File: config.mk
export PLATFORM = sky130hd
export DESIGN_NAME = instr_encoder_loader
export DESIGN_NICKNAME = d
export VERILOG_FILES = /design/src/rtl/rv_isa_pkg.sv /design/src/rtl/rv_instr_encode.sv /design/src/rtl/instr_encoder_loader.sv
export SDC_FILE = /design/constraint.sdc
export NUM_CORES = 1
export LEC_CHECK = 0
export CORE_MARGIN = 2
export CORE_UTILIZATION = 48
export DETAILED_ROUTE_END_ITERATION = 8
export GPL_ROUTABILITY_DRIVEN = 0
export PLACE_DENSITY_LB_ADDON = 0.3
export SLEW_MARGIN = 30
export SYNTH_ARGS = -nofsm -noshare
export SYNTH_HDL_FRONTEND = slang
export SYNTH_HIERARCHICAL = 1
export SYNTH_SLANG_ARGS = --single-unit
File: constraint.sdc
create_clock -name clk -period 2.7 [get_ports clk]
set_input_delay 0.54 -clock clk [delete_from_list [all_inputs] [get_ports clk]]
set_output_delay 0.54 -clock clk [all_outputs]
set_load 0.1 [all_outputs]
File: src/rtl/rv_isa_pkg.sv
// rv_isa_pkg
// Shared RV32I constants: the base opcodes accepted by the instruction
// encoder (and reused by the ID-stage decoder), plus the loader session
// state encoding.
// No ports (package).
package rv_isa_pkg;

    localparam logic [6:0] OP_R      = 7'b0110011;
    localparam logic [6:0] OP_IMM    = 7'b0010011;
    localparam logic [6:0] OP_LOAD   = 7'b0000011;
    localparam logic [6:0] OP_JALR   = 7'b1100111;
    localparam logic [6:0] OP_BRANCH = 7'b1100011;
    localparam logic [6:0] OP_STORE  = 7'b0100011;
    localparam logic [6:0] OP_LUI    = 7'b0110111;
    localparam logic [6:0] OP_AUIPC  = 7'b0010111;
    localparam logic [6:0] OP_JAL    = 7'b1101111;

    // funct3 values of the immediate shifts, which carry funct7 in the upper bits
    localparam logic [2:0] F3_SLLI      = 3'b001;
    localparam logic [2:0] F3_SRLI_SRAI = 3'b101;

    typedef enum logic [1:0] {
        ST_IDLE = 2'd0,
        ST_LOAD = 2'd1,
        ST_DONE = 2'd2
    } load_state_e;

endpackage

File: src/rtl/rv_instr_encode.sv
// rv_instr_encode
// Combinational packer: turns one field-level RV32I descriptor into its
// 32-bit instruction word. Opcodes outside the base table produce word=0
// and illegal=1.
// Ports:
//   opcode, rd, rs1, rs2, funct3, funct7 : descriptor fields
//   imm     : un-shifted, sign-extended immediate (imm[0] unused for B/J)
//   word    : encoded instruction
//   illegal : opcode not supported
module rv_instr_encode
    import rv_isa_pkg::*;
(
    input  logic [6:0]  opcode,
    input  logic [4:0]  rd,
    input  logic [4:0]  rs1,
    input  logic [4:0]  rs2,
    input  logic [2:0]  funct3,
    input  logic [6:0]  funct7,
    input  logic [31:0] imm,
    output logic [31:0] word,
    output logic        illegal
);

    always_comb begin
        word    = 32'h0;
        illegal = 1'b0;
        case (opcode)
            OP_R: begin
                word = {funct7, rs2, rs1, funct3, rd, opcode};
            end
            OP_IMM: begin
                // Shift-immediates keep funct7 above a 5-bit shamt
                if (funct3 == F3_SLLI || funct3 == F3_SRLI_SRAI) begin
                    word = {funct7, imm[4:0], rs1, funct3, rd, opcode};
                end else begin
                    word = {imm[11:0], rs1, funct3, rd, opcode};
                end
            end
            OP_LOAD, OP_JALR: begin
                word = {imm[11:0], rs1, funct3, rd, opcode};
            end
            OP_STORE: begin
                word = {imm[11:5], rs2, rs1, funct3, imm[4:0], opcode};
            end
            OP_BRANCH: begin
                word = {imm[12], imm[10:5], rs2, rs1, funct3, imm[4:1], imm[11], opcode};
            end
            OP_LUI, OP_AUIPC: begin
                word = {imm[31:12], rd, opcode};
            end
            OP_JAL: begin
                word = {imm[20], imm[10:1], imm[11], imm[19:12], rd, opcode};
            end
            default: begin
                illegal = 1'b1;
            end
        endcase
    end

endmodule

File: src/rtl/instr_encoder_loader.sv
// instr_encoder_loader
// Builds programs in IMEM without an assembler: accepts RV32I descriptors,
// encodes each and writes it to consecutive word addresses from BASE_ADDR.
// Ports:
//   clk, rst_n        : clock, async active-low reset
//   start             : begin a session (IDLE/DONE only)
//   in_valid/in_ready : descriptor handshake; in_ready = state is LOAD
//   in_*              : descriptor fields, in_last marks the final one
//   imem_we/addr/wdata: registered IMEM write port, one cycle per word
//   busy, done        : session status
//   err_illegal       : sticky, unsupported opcode seen
//   err_ovf           : sticky, IMEM end reached without in_last
//   count             : words written this session
module instr_encoder_loader
    import rv_isa_pkg::*;
#(
    parameter int ADDR_W    = 10,
    parameter int BASE_ADDR = 0
) (
    input  logic              clk,
    input  logic              rst_n,
    input  logic              start,
    input  logic              in_valid,
    output logic              in_ready,
    input  logic [6:0]        in_opcode,
    input  logic [4:0]        in_rd,
    input  logic [4:0]        in_rs1,
    input  logic [4:0]        in_rs2,
    input  logic [2:0]        in_funct3,
    input  logic [6:0]        in_funct7,
    input  logic [31:0]       in_imm,
    input  logic              in_last,
    output logic              imem_we,
    output logic [ADDR_W-1:0] imem_addr,
    output logic [31:0]       imem_wdata,
    output logic              busy,
    output logic              done,
    output logic              err_illegal,
    output logic              err_ovf,
    output logic [ADDR_W:0]   count
);

    localparam logic [ADDR_W-1:0] BASE    = ADDR_W'(BASE_ADDR);
    localparam logic [ADDR_W-1:0] LAST_AD = {ADDR_W{1'b1}};

    load_state_e         state_q, state_d;
    logic                imem_we_q, imem_we_d;
    logic [ADDR_W-1:0]   imem_addr_q, imem_addr_d;
    logic [31:0]         imem_wdata_q, imem_wdata_d;
    logic [ADDR_W:0]     count_q, count_d;
    logic                err_illegal_q, err_illegal_d;
    logic                err_ovf_q, err_ovf_d;

    logic [31:0]         enc_word;
    logic                enc_illegal;
    logic [ADDR_W-1:0]   wr_addr;

    rv_instr_encode u_encode (
        .opcode  (in_opcode),
        .rd      (in_rd),
        .rs1     (in_rs1),
        .rs2     (in_rs2),
        .funct3  (in_funct3),
        .funct7  (in_funct7),
        .imm     (in_imm),
        .word    (enc_word),
        .illegal (enc_illegal)
    );

    // count only advances once a write has been issued, so a descriptor
    // accepted back-to-back behind a pending write must skip past it.
    assign wr_addr = BASE + count_q[ADDR_W-1:0] + ADDR_W'(imem_we_q);

    always_comb begin
        state_d       = state_q;
        imem_we_d     = 1'b0;
        imem_addr_d   = imem_addr_q;
        imem_wdata_d  = imem_wdata_q;
        count_d       = count_q;
        err_illegal_d = err_illegal_q;
        err_ovf_d     = err_ovf_q;

        if (imem_we_q) begin
            count_d = count_q + 1'b1;
        end

        case (state_q)
            ST_IDLE, ST_DONE: begin
                // A new session wipes status even if the final write is in flight
                if (start) begin
                    state_d       = ST_LOAD;
                    count_d       = '0;
                    err_illegal_d = 1'b0;
                    err_ovf_d     = 1'b0;
                    imem_addr_d   = BASE;
                end
            end
            ST_LOAD: begin
                if (in_valid) begin
                    if (enc_illegal) begin
                        err_illegal_d = 1'b1;
                        state_d       = ST_DONE;
                    end else begin
                        imem_we_d    = 1'b1;
                        imem_addr_d  = wr_addr;
                        imem_wdata_d = enc_word;
                        if (in_last) begin
                            state_d = ST_DONE;
                        end else if (wr_addr == LAST_AD) begin
                            err_ovf_d = 1'b1;
                            state_d   = ST_DONE;
                        end
                    end
                end
            end
            default: begin
                state_d = ST_IDLE;
            end
        endcase
    end

    always_ff @(posedge clk or negedge rst_n) begin
        if (!rst_n) begin
            state_q       <= ST_IDLE;
            imem_we_q     <= 1'b0;
            imem_addr_q   <= BASE;
            imem_wdata_q  <= 32'h0;
            count_q       <= '0;
            err_illegal_q <= 1'b0;
            err_ovf_q     <= 1'b0;
        end else begin
            state_q       <= state_d;
            imem_we_q     <= imem_we_d;
            imem_addr_q   <= imem_addr_d;
            imem_wdata_q  <= imem_wdata_d;
            count_q       <= count_d;
            err_illegal_q <= err_illegal_d;
            err_ovf_q     <= err_ovf_d;
        end
    end

    assign in_ready    = (state_q == ST_LOAD);
    assign busy        = (state_q == ST_LOAD) || imem_we_q;
    assign done        = (state_q == ST_DONE);
    assign imem_we     = imem_we_q;
    assign imem_addr   = imem_addr_q;
    assign imem_wdata  = imem_wdata_q;
    assign count       = count_q;
    assign err_illegal = err_illegal_q;
    assign err_ovf     = err_ovf_q;

endmodule

==> Yosys cells after proc, flatten, opt, wreduce, memory -nomap -nowiden <==
Index checks and enable logic that the tools add are counted.
{ "op_classes": {"n_addsub": 2, "n_eq_ne": 21, "n_reduce_logical": 13, "mux": 27} }
{ "op_table": {"columns": ["operator", "n"], "rows": [
  ["$pmux 32 s7", 1],
  ["$mux 11", 3],
  ["$mux 32", 1],
  ["$mux 10", 3],
  ["$eq 7x6->1 const B", 3],
  ["$eq 7x7->1 const B", 3],
  ["$pmux 10 s2", 1],
  ["$eq 7x5->1 const B", 2],
  ["$add 11x1->11 const B", 1],
  ["$add 10x1->10", 1],
  ["$eq 10x10->1 const B", 1],
  ["$mux 1", 10],
  ["$mux 2", 5],
  ["$ne 2x2->1 const B", 5],
  ["$reduce_or 9->1", 1],
  ["$reduce_and 4->1", 2],
  ["$eq 7x2->1 const B", 1],
  ["$reduce_and 3->1", 2],
  ["$reduce_and 6->1", 1],
  ["$reduce_or 2->1", 3],
  ["$ne 4x2->1 const B", 1],
  ["$pmux 1 s2", 2],
  ["$pmux 2 s2", 1],
  ["$eq 3x1->1 const B", 1],
  ["7 further kinds", 8]
]} }
{ "word_totals": {"register_bits": 58, "wordCells": 70, "inputBits": 69, "output_inout_bits": 59} }

==> Longest topological paths before layout <==
Gate-level depths: netlist of run 1.
{ "logic_depth": {"word_depth": 7, "depth_mapped": 10, "mapped_depth_nobuf": 9} }

==> Cells and area by module <==
Netlist of run 1, hierarchy kept.
{ "by_module_without_submodules": {"columns": ["mod", "seq_area_each_um2", "n_inst", "cells_each", "area_each_um2"], "rows": [
  ["instr_encoder_loader", 1451.4, 1, 288, 2655.0],
  ["rv_instr_encode", 0.0, 1, 113, 734.5]
]} }

==> Worst setup path before layout of run 1 <==
No wires, ideal clock.
{ "synth_timing": {"path_type": "register to register", "startpoint": "register imem_we_q, in the netlist imem_we", "endpoint": "register state_q[1]", "path_buffers": 1, "period_less_slack_ns": 2.441, "slack_ns": 0.259, "t_arrival_ns": 2.374, "t_required_ns": 2.632, "setup_time_ns": 0.068, "stages_incl_launch_ff": 9, "cell_sequence": "dfrtp_1 > ha_1 > ha_1 > buf_6 > nand2_1 > o31ai_1 > a32oi_1 > nor3_2 > a31o_1"} }
{ "synth_via": {"elab_chain_cells": 4} }
{ "synth_rtl": {"columns": ["item", "line", "rtl"], "rows": [
  ["from (decl)", "instr_encoder_loader.sv:47", "logic imem_we_q, imem_we_d;"],
  ["from (signal assigned)", "instr_encoder_loader.sv:133", "imem_we_q <= imem_we_d;"],
  ["$add 10x1->10", "instr_encoder_loader.sv:72", "assign wr_addr = BASE + count_q[ADDR_W-1:0] + ADDR_W'(imem_we_q);"],
  ["$eq 10x10->1", "instr_encoder_loader.sv:109", "end else if (wr_addr == LAST_AD) begin"],
  ["$ne 4x2->1 (no line)", null, null],
  ["$reduce_and 3->1 (no line)", null, null],
  ["to (signal assigned)", "instr_encoder_loader.sv:132", "state_q <= state_d;"],
  ["to (decl)", "instr_encoder_loader.sv:46", "load_state_e state_q, state_d;"]
]} }
No other way between the ends.
A chain may end at the register's enable or synchronous reset.

==> Worst setup path after layout of run 1 <==
{ "layout_timing": {"startpoint": "input port in_opcode[2]", "endpoint": "register state_q[1]"} }
{ "layout_via": {"elab_chain_cells": 5, "word_cells_on_any_way": 15, "cone_classes": "eq/ne (10); mux (3); reduce/logical (2)"} }
{ "layout_rtl": {"columns": ["item", "line", "rtl"], "rows": [
  ["from (decl)", "instr_encoder_loader.sv:25", "input logic [6:0] in_opcode,"],
  ["$eq 7x6->1, or another cell as far along", "rv_instr_encode.sv:27", "case (opcode)"],
  ["$reduce_or 9->1 (no line) *", null, null],
  ["$mux 2", "instr_encoder_loader.sv:100", "if (enc_illegal) begin"],
  ["$mux 2", "instr_encoder_loader.sv:99", "if (in_valid) begin"],
  ["$pmux 2 s2", "instr_encoder_loader.sv:87", "case (state_q)"]
]} }
Mark *: on every way between the ends. The rest lies on a longest branch, timed or not. The select of a mux whose other input is x is not followed.

==> results of run 1 <==
## cells in the final DEF, fill, tap and decap left out, drive strengths merged, types with 5 or more instances in the layout
cell             n
nand2b           5
buf             73
and3             6
o21ai           15
nand4            5
a21o             5
and2             6
nand3           16
a21oi            6
clkbuf          13
o221ai           6
dfrtp           58
xor2            11
inv             17
nor2            23
xnor2            6
a22o            18
nand2          126
clkdlybuf4s50   67
## worst max-delay path: stages
cell	delay [ns]
clkdlybuf4s50_1	0.53
a21o_1	0.25
o21ai_0	0.31
nand2_1	0.15
or2_2	0.32
a32o_1	0.24
a31o_1	0.18
## registers in the layout (all words and copies together) (netlist names)
register,count
count,11
err_illegal,1
err_ovf,1
imem_addr,10
imem_wdata,32
imem_we,1
state_q,2
## cells by family after synthesis
| group | after synthesis | share of synthesized area |
|---|---|---|
| AOI/OAI and AO/OA | 67 | 0.153 |
| xor gates and xnor gates | 17 | 0.0439 |
| adders and majority gates | 3 | 0.0111 |
| buffers and inverters | 42 | 0.0705 |
| DFF | 58 | 0.428 |
| muxes | 2 | 0.00628 |
| and+or+nand+nor | 212 | 0.287 |
## routing by layer
| metal | routed length [microns] | up-vias | share of wire | track usage |
|---|---|---|---|---|
| li1 | - | 1609 | - | - |
| met1 | 3890 | 1531 | 0.43 | 0.313 |
| met2 | 4490 | 138 | 0.49 | 0.406 |
| met3 | 575 | 13 | 0.063 | 0.0509 |
| met4 | 132 | 0 | 0.015 | 0.0923 |
| met5 | 0 | - | 0 | 0 |
## stage by stage
step	total power (W)	setup WS, ns
finish	0.00223	0.390
global route	0.00233	0.241
CTS	0.00225	0.406
detailed placement	0.00155	0.0572
global placement	0.00154	0.142
floorplan	0.00133	0.259
## where the power goes
group | switching (W) | internal, W | total [W]
clock network | 0.000320 | 0.000377 | 0.000697
logic | 0.000418 | 0.000192 | 0.000610
registers | 0.0000265 | 0.000900 | 0.000926
## path summary, 6_finish.rpt
check / to / slack (ns) / startpoint / depth (start not counted)
worst max-delay path: state_q[1] / 0.39 / in_opcode[2] / 7
min in group clk: imem_wdata[7] / 0.47 / imem_wdata[7] / 2
max in group asynchronous: count[2] / 1.76 / rst_n / 2
worst max register to register: state_q[1] / 0.50 / imem_we / 7
worst min register to register: imem_wdata[7] / 0.47 / imem_wdata[7] / 2
worst min-delay path: imem_addr[9] / 0.24 / rst_n / 1
## layout make-up
class	count	area (sq um)
clock buffers	13	159
clock inverters	2	12.5
fillers	578	2100
inverters	17	63.8
multi-input cells	301	1700
flip-flops and latches	58	1450
well taps	96	120
repair buffers	140	1230
==> impl_metrics.ini, run 1 <==
[clock_tree]
post-cts-setup-buffers = 0
cts_num_sinks = 58
cts_resized = 0
ctsHoldBuffers = 0
clk_pin_slew_ns = 0.07
numCtsBuffers = 9
clock_path_buffers = 2
clock_latency_ns = 0.33
ctsRootBufferMaster = clkbuf_8
cts_max_level = 3
cts_tree = yes

[critical_path]
critical_path_class = in -> reg
end_kind = flop
critPathMaxFanout = 8
arrival_ns = 2.52
start_kind = primary input
cp.required_ns = 2.91

[logic_synthesis]
synth_edf_count = 0
synthFlopType = dfrtp_1
ys.warnings.count = 6
synth_nets = 473
syn_avg_cell_area_sq_um = 8.45
netlist_instances = 401
seq_area_frac_synth = 0.428
synth_top_area_cell = dfrtp_1
synth-seq-cells = 58
synth_top_area_share = 0.428
yosysUniqueCellTypes = 54
synthTopCellsByArea = dfrtp_1, nand2_1, a22o_1
synth_common_cells = nand2_1, dfrtp_1, nor2_1, a22o_1
yosysMostFrequentCell = nand2_1
synthArstFlopShare = 1.00
synth_area_sq_um = 3390

[pwr]
leakage_nw = 2.35
p_per_area_nw_per_um2 = 472
vdd_drop_max_v = 0.000211

[route]
ant_nets = 0
wl_per_cell_microns = 14.5
firstDrtPassIters = 4
vias_per_cell = 5.25
routed_wl_microns = 9090
drc = 0
drt_first_iter_violations = 235
num_vias = 3291

[place]
dpl-instance-area_sq_um = 4560
dp_hpwl_microns = 7000
placed_cells = 612
place.port_buffers = 127

[cells_and_area]
final_core_util = 0.693
final_cells = 627
area_delta_synth_final_pct = 39.7
fin_nets = 599
antenna_cells = 0
drive_gt1_frac = 0.186
finalInstanceArea_sq_um = 4730

[floorplanning]
die_y_microns = 88.0
fp.dieW_microns = 88.0
top_level_ports = 128
num_rows = 30
core-area_sq_um = 6830
dieArea_sq_um = 7750
start_util = 0.496

[status]
status = finished clean

[timing]
relSlewSlack = 0.559
rsz0062_at_grt = no
setup_viol = 0
worst_pin_slew_ns = 0.661
whs_ns = 0.242
period_share = 0.856
drv_slew = 0
hold_viol = 0
finalClockSkew_ns = 0.00669
max_freq_mhz = 433
fin_tns_setup_ns = 0
period_minus_slack_ns = 2.31

[global_routing]
grt_pass1_wl_microns = 14700
grt_usage = 0.244
grt_overflow = 0
grt_start_max_net_pins = 34
antenna_found_initial = 0
grt_pass1_vias = 3122

[flow_run]
cap_violations = 0

[hold_path]
hp-class = in -> async
No activity file was read; power rests on OpenSTA's default activity.
==> run 2: changes to the inputs <==
- TNS_END_PERCENT: default -> 10
==> results of run 2 <==
Final layout, timing and power as in run 1 (identical DEF).
